`src/rtl/apb_pkg.sv`:
```
// Shared types and constants for the APB register slave: FSM state encoding,
// fixed register indices and the default identification word.
package apb_pkg;

  typedef enum logic [1:0] {
    ST_IDLE  = 2'd0,
    ST_SETUP = 2'd1,
    ST_WAIT  = 2'd2,
    ST_RESP  = 2'd3
  } state_t;

  localparam int REG_ID      = 0;
  localparam int REG_WAITCFG = 1;
  localparam int REG_STATUS  = 2;
  localparam int REG_XFERCNT = 3;

  localparam logic [31:0] DEFAULT_ID_VALUE = 32'hA9B0_0001;

endpackage

```
`src/rtl/apb_reg_slave_if.sv`:
```
// APB bus bundle between a master and the register slave (clock/reset travel separately).
// Completer drives PRDATA/PREADY/PSLVERROR; requester drives the rest.
interface apb_reg_slave_if;

  logic [31:0] PADDR;
  logic        PWRITE;
  logic        PSEL;
  logic        PENABLE;
  logic [31:0] PWDATA;
  logic [31:0] PRDATA;
  logic        PREADY;
  logic        PSLVERROR;

  modport master (
    output PADDR, PWRITE, PSEL, PENABLE, PWDATA,
    input  PRDATA, PREADY, PSLVERROR
  );

  modport slave (
    input  PADDR, PWRITE, PSEL, PENABLE, PWDATA,
    output PRDATA, PREADY, PSLVERROR
  );

endinterface

```
`src/rtl/apb_reg_bank.sv`:
```
// Register storage, combinational read mux and write decode for the APB slave.
// Writes land on the clock edge where wr_en is high; reads are combinational on rd_idx.
module apb_reg_bank
  import apb_pkg::*;
#(
  parameter int          NUM_REGS = 16,
  parameter logic [31:0] ID_VALUE = DEFAULT_ID_VALUE,
  localparam int         AW       = $clog2(NUM_REGS)
) (
  input  logic          clk,
  input  logic          rst,
  input  logic [AW-1:0] rd_idx,
  output logic [31:0]   rd_dat,
  input  logic          wr_en,
  input  logic [AW-1:0] wr_idx,
  input  logic [31:0]   wr_dat,
  input  logic          viol_set,
  input  logic          cnt_inc,
  output logic [3:0]    waitcfg
);

  // Entries 0..3 of scratch are never written; the read mux shadows them.
  logic [31:0] scratch [NUM_REGS];
  logic        status_viol;
  logic [31:0] xfercnt;
  logic        status_clr;

  assign status_clr = wr_en && (wr_idx == AW'(REG_STATUS)) && wr_dat[0];

  always_ff @(posedge clk or posedge rst) begin
    if (rst) begin
      waitcfg     <= 4'd0;
      status_viol <= 1'b0;
      xfercnt     <= 32'd0;
      for (int i = 0; i < NUM_REGS; i++) begin
        scratch[i] <= 32'd0;
      end
    end else begin
      // A fresh violation wins over a coincident write-1-to-clear.
      status_viol <= viol_set | (status_viol & ~status_clr);
      if (cnt_inc) begin
        xfercnt <= xfercnt + 32'd1;
      end
      if (wr_en) begin
        if (wr_idx == AW'(REG_WAITCFG)) begin
          waitcfg <= wr_dat[3:0];
        end else if (wr_idx > AW'(REG_XFERCNT)) begin
          scratch[wr_idx] <= wr_dat;
        end
      end
    end
  end

  always_comb begin
    rd_dat = scratch[rd_idx];
    case (rd_idx)
      AW'(REG_ID):      rd_dat = ID_VALUE;
      AW'(REG_WAITCFG): rd_dat = {28'd0, waitcfg};
      AW'(REG_STATUS):  rd_dat = {31'd0, status_viol};
      AW'(REG_XFERCNT): rd_dat = xfercnt;
      default:          rd_dat = scratch[rd_idx];
    endcase
  end

endmodule

```
`src/rtl/apb_reg_slave.sv`:
```
// APB completer: FSM, programmable wait states and registered response around apb_reg_bank.
// PREADY rises WAITCFG access cycles after setup (same edge if 0); PREADY is the only backpressure.
module apb_reg_slave
  import apb_pkg::*;
#(
  parameter int          NUM_REGS = 16,
  parameter logic [31:0] ID_VALUE = DEFAULT_ID_VALUE
) (
  input  logic            PCLK,
  input  logic            PRESET,
  apb_reg_slave_if.slave  apb
);

  localparam int AW = $clog2(NUM_REGS);

  state_t        state;
  logic [3:0]    cnt;
  logic [3:0]    waitcfg;
  logic [AW-1:0] lat_idx;
  logic          lat_wr;
  logic [31:0]   lat_wdat;
  logic          err_q;

  logic          ready_q;
  logic          slverr_q;
  logic [31:0]   prdata_q;

  logic [AW-1:0] live_idx;
  logic [AW-1:0] rd_idx;
  logic [31:0]   rd_dat;
  logic          setup_seen;
  logic          access;
  logic          live_err;
  logic          complete;
  logic          commit_wr;
  logic          cnt_inc;
  logic          viol;

  assign setup_seen = apb.PSEL & ~apb.PENABLE;
  assign access     = apb.PSEL & apb.PENABLE;
  assign live_idx   = apb.PADDR[AW+1:2];

  assign live_err = (apb.PADDR[1:0] != 2'd0)
                  | (apb.PADDR[31:AW+2] != '0)
                  | (apb.PWRITE & ((live_idx == AW'(REG_ID)) | (live_idx == AW'(REG_XFERCNT))));

  // PREADY is high throughout RESP, so any access there is the completing edge.
  assign complete  = (state == ST_RESP) & access;
  assign commit_wr = complete & lat_wr & ~err_q;
  assign cnt_inc   = complete & ~err_q & ~(lat_wr & (lat_idx == AW'(REG_WAITCFG)));
  assign viol      = ((state == ST_IDLE) & apb.PENABLE) | ((state != ST_IDLE) & ~access);

  // Zero-wait reads must see the live address at the setup edge.
  assign rd_idx = (state == ST_IDLE) ? live_idx : lat_idx;

  always_ff @(posedge PCLK or posedge PRESET) begin
    if (PRESET) begin
      state    <= ST_IDLE;
      cnt      <= 4'd0;
      lat_idx  <= '0;
      lat_wr   <= 1'b0;
      lat_wdat <= 32'd0;
      err_q    <= 1'b0;
      ready_q  <= 1'b0;
      slverr_q <= 1'b0;
      prdata_q <= 32'd0;
    end else begin
      case (state)
        ST_IDLE: begin
          if (setup_seen) begin
            lat_idx  <= live_idx;
            lat_wr   <= apb.PWRITE;
            lat_wdat <= apb.PWDATA;
            err_q    <= live_err;
            cnt      <= waitcfg;
            if (waitcfg == 4'd0) begin
              state    <= ST_RESP;
              ready_q  <= 1'b1;
              slverr_q <= live_err;
              prdata_q <= (!live_err && !apb.PWRITE) ? rd_dat : 32'd0;
            end else begin
              state <= ST_SETUP;
            end
          end
        end
        ST_SETUP, ST_WAIT: begin
          if (!access) begin
            state <= ST_IDLE;
          end else if (cnt == 4'd1) begin
            state    <= ST_RESP;
            ready_q  <= 1'b1;
            slverr_q <= err_q;
            prdata_q <= (!err_q && !lat_wr) ? rd_dat : 32'd0;
          end else begin
            cnt   <= cnt - 4'd1;
            state <= ST_WAIT;
          end
        end
        ST_RESP: begin
          // Either the transfer completes or the master abandoned it; both end here.
          state    <= ST_IDLE;
          ready_q  <= 1'b0;
          slverr_q <= 1'b0;
          prdata_q <= 32'd0;
        end
        default: begin
          state <= ST_IDLE;
        end
      endcase
    end
  end

  assign apb.PREADY    = ready_q;
  assign apb.PSLVERROR = slverr_q;
  assign apb.PRDATA    = prdata_q;

  apb_reg_bank #(
    .NUM_REGS (NUM_REGS),
    .ID_VALUE (ID_VALUE)
  ) u_bank (
    .clk      (PCLK),
    .rst      (PRESET),
    .rd_idx   (rd_idx),
    .rd_dat   (rd_dat),
    .wr_en    (commit_wr),
    .wr_idx   (lat_idx),
    .wr_dat   (lat_wdat),
    .viol_set (viol),
    .cnt_inc  (cnt_inc),
    .waitcfg  (waitcfg)
  );

endmodule

```
`src/flat_wrapper.sv`:
```
// flat-port wrapper written by rule: the top's interface ports become plain ports
module apb_reg_slave_flat import apb_pkg::*;
#(
  parameter int          NUM_REGS = 16,
  parameter logic [31:0] ID_VALUE = DEFAULT_ID_VALUE
)
  (PCLK, PRESET, apb_PADDR, apb_PWRITE, apb_PSEL, apb_PENABLE, apb_PWDATA, apb_PRDATA, apb_PREADY, apb_PSLVERROR);
  apb_reg_slave_if apb_i ();
  input  logic PCLK;
  input  logic PRESET;
  input wire logic [$bits(apb_i.PADDR)-1:0] apb_PADDR;
  input wire logic [$bits(apb_i.PWRITE)-1:0] apb_PWRITE;
  input wire logic [$bits(apb_i.PSEL)-1:0] apb_PSEL;
  input wire logic [$bits(apb_i.PENABLE)-1:0] apb_PENABLE;
  input wire logic [$bits(apb_i.PWDATA)-1:0] apb_PWDATA;
  output wire logic [$bits(apb_i.PRDATA)-1:0] apb_PRDATA;
  output wire logic [$bits(apb_i.PREADY)-1:0] apb_PREADY;
  output wire logic [$bits(apb_i.PSLVERROR)-1:0] apb_PSLVERROR;
  assign apb_i.PADDR = apb_PADDR;
  assign apb_i.PWRITE = apb_PWRITE;
  assign apb_i.PSEL = apb_PSEL;
  assign apb_i.PENABLE = apb_PENABLE;
  assign apb_i.PWDATA = apb_PWDATA;
  assign apb_PRDATA = apb_i.PRDATA;
  assign apb_PREADY = apb_i.PREADY;
  assign apb_PSLVERROR = apb_i.PSLVERROR;
  apb_reg_slave #(.NUM_REGS(NUM_REGS), .ID_VALUE(ID_VALUE)) u_core (.PCLK(PCLK), .PRESET(PRESET), .apb(apb_i));
endmodule
```
`config.mk`:
```
export PLATFORM = sky130hd
export DESIGN_NAME = apb_reg_slave_flat
export DESIGN_NICKNAME = d
export VERILOG_FILES = /design/src/rtl/apb_pkg.sv /design/src/rtl/apb_reg_slave_if.sv /design/src/rtl/apb_reg_bank.sv /design/src/rtl/apb_reg_slave.sv /design/src/flat_wrapper.sv
export SDC_FILE = /design/constraint.sdc
export NUM_CORES = 1
export LEC_CHECK = 0
export CORE_AREA = 10 10 239 241
export DETAILED_ROUTE_END_ITERATION = 10
export DIE_AREA = 0 0 249 251
export HOLD_SLACK_MARGIN = 0.15
export PLACE_DENSITY = 0.69
export SLEW_MARGIN = 20
export SYNTH_ARGS = -nofsm -noshare
export SYNTH_HDL_FRONTEND = slang
export SYNTH_HIERARCHICAL = 1
export SYNTH_SLANG_ARGS = --single-unit
```
`constraint.sdc`:
```
create_clock -name PCLK -period 15.7 [get_ports PCLK]
set_clock_uncertainty 0.15 [all_clocks]
set_input_delay 2.355 -clock PCLK [delete_from_list [all_inputs] [get_ports PCLK]]
set_output_delay 2.355 -clock PCLK [all_outputs]
set_load 0.01 [all_outputs]
```
== After elaboration in Yosys (flattened, before gate mapping) ==
Index checks and enable logic that the tools add are counted.

* Bitwise operators: 25
* Add/sub/neg operators: 2
* Mux-type cells: 34
* Reductions and logical operators: 23
* $lt $le $gt $ge: 4
* Eq/ne operators: 15

{| class="wikitable"
|+ Operator list
! kind !! count
|-
| $bwmux W512 || 1
|-
| $mux W32 || 9
|-
| $bmux W32 S4 || 1
|-
| $demux W32 S4 || 1
|-
| $pmux W32 S4 || 1
|-
| $pmux W32 S3 || 1
|-
| $add A32 B1 Y32 const B || 1
|-
| $reduce_bool A26 Y1 || 1
|-
| $eq A4 B2 Y1 const B || 4
|-
| $mux W4 || 4
|-
| $and A1 B1 Y1 || 12
|-
| $eq A4 B1 Y1 const B || 3
|-
| $logic_not A4 Y1 || 3
|-
| $ge A5 B5 Y1 const B || 2
|-
| $not A4 Y5 || 2
|-
| $mux W1 || 9
|-
| $pmux W4 S2 || 1
|-
| $reduce_and A4 Y1 || 2
|-
| $mux W2 || 3
|-
| $ne A2 B1 Y1 const B || 3
|-
| $not A1 Y1 || 6
|-
| $pmux W1 S3 || 2
|-
| $pmux W2 S3 || 1
|-
| $reduce_bool A2 Y1 || 3
|-
| 13 further kinds || 27
|}

* Output and inout bits: 34
* Word-level logic and storage cells: 131
* Input port bits: 69
* Bits in registers: 627

== Longest topological paths before layout ==
* Depth after elaboration: 11
* Gate-level depth with buffers: 14
* Depth with buffers taken out: 9

== Hierarchy ==
Netlist, hierarchy kept.

{| class="wikitable"
|+ Modules (own cells, without submodules)
! module !! cells each !! seq. area each (sq um) !! instances !! area each (sq um)
|-
| apb_reg_bank || 1,281 || 10,535.1 || 1 || 19,482.4
|-
| apb_reg_slave || 317 || 1,951.9 || 1 || 3,718.6
|}

== Least setup slack after synthesis ==
OpenSTA, ideal clock, no wires.

* Path kind: input port to flip-flop
* Start point: input apb_PADDR[2]
* End point: register u_core.prdata_q[31], in the netlist u_core/apb.PRDATA[31]
* Data required time: 15,457 ps
* Setup time: 93 ps
* Slack: 11,447 ps
* Buffers on the path: 3
* Arrival: 4,010 ps
* Stages: 9
* Cell sequence: mux2_2 buf_4 buf_2 buf_2 o21ai_1 a21oi_1 a211oi_1 nand2_1 o31ai_2

* Longest elaborated chain between the ends: 10
* Elaborated cells on any way between the ends: 24
* Those cells by class: eq/ne (4); mux (12); bitwise (4); reduce/logical (4)

{| class="wikitable"
|+ Ends and longest elaborated chain
! element !! line !! RTL
|-
| start: declaration || flat_wrapper.sv:11 || <nowiki>input wire logic [$bits(apb_i.PADDR)-1:0] apb_PADDR;</nowiki>
|-
| $mux W4 * || apb_reg_slave.sv:54 || <nowiki>assign rd_idx = (state == ST_IDLE) ? live_idx : lat_idx;</nowiki>
|-
| $not A4 Y5 (implied by the code) || apb_reg_bank.sv:61 || <nowiki>default: rd_dat = scratch[rd_idx];</nowiki>
|-
| $bmux W32 S4 || apb_reg_bank.sv:61 ||
|-
| $mux W32 (implied by the code) (2 in a row) || apb_reg_bank.sv:61 ||
|-
| $pmux W32 S4 * || apb_reg_bank.sv:56 || <nowiki>case (rd_idx)</nowiki>
|-
| named net u_core.rd_dat[31] || apb_reg_slave.sv:30 || <nowiki>logic [31:0] rd_dat;</nowiki>
|-
| $mux W32, on equally long branches || apb_reg_slave.sv:93, apb_reg_slave.sv:80 ||
|-
| $mux W32, on equally long branches || apb_reg_slave.sv:89, apb_reg_slave.sv:76 ||
|-
| $mux W32, on equally long branches || apb_reg_slave.sv:87, apb_reg_slave.sv:70 ||
|-
| $pmux W32 S3 * || apb_reg_slave.sv:68 || <nowiki>case (state)</nowiki>
|-
| end signal: assignment || apb_reg_slave.sv:80 || <nowiki>prdata_q <= (!live_err && !apb.PWRITE) ? rd_dat : 32'd0;</nowiki>
|-
| end signal: assignment || apb_reg_slave.sv:93 || <nowiki>prdata_q <= (!err_q && !lat_wr) ? rd_dat : 32'd0;</nowiki>
|-
| end: declaration || apb_reg_slave.sv:26 || <nowiki>logic [31:0] prdata_q;</nowiki>
|}

Mark *: on every way through the listed nets, which the timed path passes. The rest lies on a longest branch. The select of a mux whose other input is x is not followed.
A chain may end at the register's enable or synchronous reset.

== Worst setup path in the final report ==
* Start point: input apb_PADDR[3]
* End point: register u_core.prdata_q[6], in the netlist u_core/apb.PRDATA[6]

* Longest elaborated chain between the ends: 10
* Elaborated cells on any way between the ends: 24
* Those cells by class: eq/ne (4); mux (12); bitwise (4); reduce/logical (4)

{| class="wikitable"
|+ Ends and longest elaborated chain
! element !! line !! RTL
|-
| $mux W4 * || apb_reg_slave.sv:54 ||
|-
| named net u_core.rd_idx[1] || apb_reg_slave.sv:29 || <nowiki>logic [AW-1:0] rd_idx;</nowiki>
|-
| $not A4 Y5 (implied by the code) || apb_reg_bank.sv:61 ||
|-
| $bmux W32 S4 || apb_reg_bank.sv:61 ||
|-
| $mux W32 (implied by the code) (2 in a row) || apb_reg_bank.sv:61 ||
|-
| $pmux W32 S4 * || apb_reg_bank.sv:56 ||
|-
| named net u_core.rd_dat[6] || apb_reg_slave.sv:30 ||
|-
| $mux W32, on equally long branches || apb_reg_slave.sv:93, apb_reg_slave.sv:80 ||
|-
| $mux W32, on equally long branches || apb_reg_slave.sv:89, apb_reg_slave.sv:76 ||
|-
| $mux W32, on equally long branches || apb_reg_slave.sv:87, apb_reg_slave.sv:70 ||
|-
| $pmux W32 S3 * || apb_reg_slave.sv:68 ||
|}

Marks and branches as above.

==> flow_metrics.py <==
metrics = {
    "timing": {
        "timing.final.ws_setup_ns": 10.34,
        "period_minus_slack_ns": 5.36,
        "whs_ns": 0.332,
        "fmax_mhz": 187,
        "slew_violations": 0,
        "hold_viol": 0,
        "fin_crit_sh_pct": 34.1,
        "relSlewSlack_pct": 25.6,
        "setup_tns_ns": 0,
        "rsz0062_at_grt": "false",
        "setup_viol": 0,
        "timing_worst_slew_pin_value_ns": 1.12,
    },
    "clock_network": {
        "post_cts_buffers": 0,
        "clkTransAtPathRegs_ns": 0.06,
        "clock_path_buffers": 3,
        "cts_resized": 0,
        "htree_levels": 2,
        "ctsHoldBuffers": 0,
        "cts_root_buf": "clkbuf_16",
        "clock-sinks": 499,
        "cts_tree": "yes",
        "cts_buffers": 51,
        "insertion_delay_ns": 0.57,
    },
    "synthesis": {
        "synth_warnings": 6,
        "synth-async-reset-ratio_pct": 100,
        "ys.flop_type": "dfrtp_1",
        "synth_top_area_share_pct": 53.8,
        "synth_nets": 1672,
        "ys_ff_latch": 499,
        "ys_top_cells_by_count": "499 x dfrtp_1, 451 x mux2_2, 97 x nand2_1",
        "yosysTopAreaCell": "dfrtp_1",
        "synth_area_mm2": 0.0232,
        "synth.area.top_cells": "dfrtp_1 54%, mux2_2 22%, mux4_2 5.6%",
        "yosysMostFrequentCell": "dfrtp_1",
        "ys_types": 57,
        "seq_area_frac_synth_pct": 53.8,
        "synth_edf_count": 0,
        "syn_area_per_cell_um2": 14.5,
        "synthCells": 1598,
    },
    "hold_path": {
        "hp-class": "register to register",
        "holdPathEnd": "u_core/u_bank/xfercnt[31]",
        "hold_depth": 1,
        "min_from": "u_core/u_bank/xfercnt[31]",
    },
    "grt": {
        "met3_usage_pct": 3.86,
        "use_met1_pct": 24.8,
        "antenna_found_initial": 1,
        "grt-busiest-layer": "met2",
        "grt_pass1_wl_mm": 90.5,
        "grtUsageMet2_pct": 29.9,
        "grt_max_degree": 117,
        "grt_overflow": 0,
        "first_global_vias": 14700,
        "grtUsageTotal_pct": 18.4,
    },
    "critical_path": {
        "r2r-end": "u_core/apb.PRDATA[6]",
        "reg2reg_from": "u_core/state[0]",
        "cp.required_ns": 15.97,
        "r2r_cells": 10,
        "critPathKind": "primary input to register",
        "arrival_ns": 5.63,
        "crit_fanout": 65,
        "endpoint_kind": "register",
        "r2r_setup_slack_ns": 11.61,
        "start_kind": "primary input",
    },
    "placement": {
        "placed_cells": 2276,
        "placed_area_mm2": 0.0247,
        "pre_cts_slack_ns": 9.73,
        "port_buffers": 102,
        "place_congestion": 0.773,
        "place_hpwl_mm": 33.7,
    },
    "drt": {
        "drt_wl_total_mm": 58.5,
        "drt_iter0_drc": 1119,
        "viasPerCell": 5.91,
        "detail-route-antenna-nets": 0,
        "num_vias": 14000,
        "post_drt_wl_per_cell_um": 24.7,
        "drt-pass1-iter-count": 5,
        "drc": 0,
    },
    "cells_and_area": {
        "drive_gt1_share_pct": 39.7,
        "area_growth_pct": 13.6,
        "final_nets": 1715,
        "finalNonFillerCells": 2364,
        "final_util_pct": 50.5,
        "final_area_mm2": 0.0264,
        "num_antenna_cells": 0,
    },
    "power_and_ir_drop": {
        "power.density_mw_per_mm2": 134,
        "p_switching_mw": 1.19,
        "clkPwrFrac_pct": 33.6,
        "switching_share_pct": 33.8,
        "internal-power_mw": 2.34,
        "totalPowerFinal_mw": 3.53,
        "ir_drop_v": 0.000136,
        "power.leakage_nw": 12.5,
        "seqPwrFrac_pct": 42.9,
        "p_comb_share_pct": 23.6,
    },
    "die": {
        "row_count": 84,
        "initial_utilization_pct": 44.4,
        "io_pins": 103,
        "die_w_um": 249,
        "die_area_mm2": 0.0625,
        "core_area_mm2": 0.0522,
        "die_h_um": 251,
    },
    "run": {
        "cap_viol_max_count": 0,
    },
    "run_status": {
        "status": "completed",
    },
}
[logic make-up (layout without fill, tap and decap cells)]
logic type,count (synthesis),after routing,synth area share (%)
AND/OR/NAND/NOR,249,249,5.44
buffers and inverters,148,226,3.12
adder cells (fa/ha/maj),5,5,0.270
AO/OA/AOI/OAI,102,102,3.74
multiplexers,563,563,32.4
XOR/XNOR,32,32,1.21
flip-flops,499,499,53.8
[power groups by stage]
stage | Sequential (mW) | Clock, mW | Combinational, mW
after floorplan | 1.41 | 0 | 0.713
after global placement | 1.53 | 0 | 0.828
after detailed placement | 1.54 | 0 | 0.839
after CTS | 1.51 | 1.21 | 0.841
after global routing | 1.53 | 1.27 | 0.882
final | 1.52 | 1.19 | 0.833
[state kept, by name, indices dropped and copies added (netlist names)]
signal,count
u_core/lat_idx,4
u_core/lat_wr,1
u_core/err_q,1
u_core/apb.PRDATA,32
u_core/apb.PREADY,1
u_core/cnt,4
u_core/u_bank/status_viol,1
u_core/u_bank/scratch,384
u_core/lat_wdat,32
u_core/apb.PSLVERROR,1
u_core/u_bank/xfercnt,32
u_core/u_bank/waitcfg,4
u_core/state,2
[routing by layer]
metal,vias to the layer above,share of wire (%)
met5,-,0
met4,0,2.1
met3,89,6.4
met2,450,47
met1,7447,44
li1,5979,-
[critical path, stage by stage]
cell	delay (ns)
clkdlybuf4s50_1	0.52
mux2_4	0.64
buf_4	0.92
mux4_1	0.43
mux2_2	0.28
a22oi_1	0.19
nand2_1	0.08
nand2_1	0.07
o31ai_2	0.08
[cell type report]
| class | count | area [um^2] |
|---|---|---|
| clock buffers | 76 | 1530 |
| clock inverters | 12 | 115 |
| fillers | 4287 | 25900 |
| inverters | 12 | 53.8 |
| multi-input cells | 951 | 10100 |
| flip-flops and latches | 499 | 12500 |
| well taps | 688 | 861 |
| repair buffers | 126 | 1210 |
[layout by cell type (no fill, tap or decap), types with 3 or more instances in the layout]
master           instances
dfrtp_1                499
mux2_2                 448
clkdlybuf4s50_1        102
nand2_1                 96
mux4_2                  58
clkbuf_16               53
nand3_1                 42
mux4_1                  36
o31ai_2                 29
xnor2_1                 25
nor2_1                  23
buf_4                   22
a22oi_1                 21
nand4_1                 20
mux2i_1                 14
clkbuf_8                12
clkbuf_1                11
inv_1                   10
a21oi_1                 10
o21ai_0                 10
a211oi_1                10
clkinv_2                 9
nor4_1                   7
nor2_4                   7
xor2_1                   7
nand2b_1                 6
nor3_1                   6
and3_1                   6
and4_1                   5
nor2b_1                  5
ha_1                     5
nand3b_1                 4
mux2_1                   4
or3_2                    3
nor3b_1                  3
o22ai_1                  3
mux2_4                   3
o31ai_1                  3
[worst max-delay path by stage]
stage / start / end / slack (ns) / depth (start not counted)
3_5_place_dp: apb_PADDR[3] / u_core/apb.PRDATA[6] / 9.73 / 9
4_1_cts: apb_PADDR[3] / u_core/apb.PRDATA[6] / 10.32 / 9
3_3_place_gp: apb_PADDR[3] / u_core/apb.PRDATA[2] / 9.77 / 8
6_report: apb_PADDR[3] / u_core/apb.PRDATA[6] / 10.34 / 9
5_1_grt: apb_PADDR[3] / u_core/apb.PRDATA[14] / 10.18 / 9
2_1_floorplan: PRESET / u_core/u_bank/scratch[0] / 1.48 / 1
No activity file was read; power rests on OpenSTA's default activity.
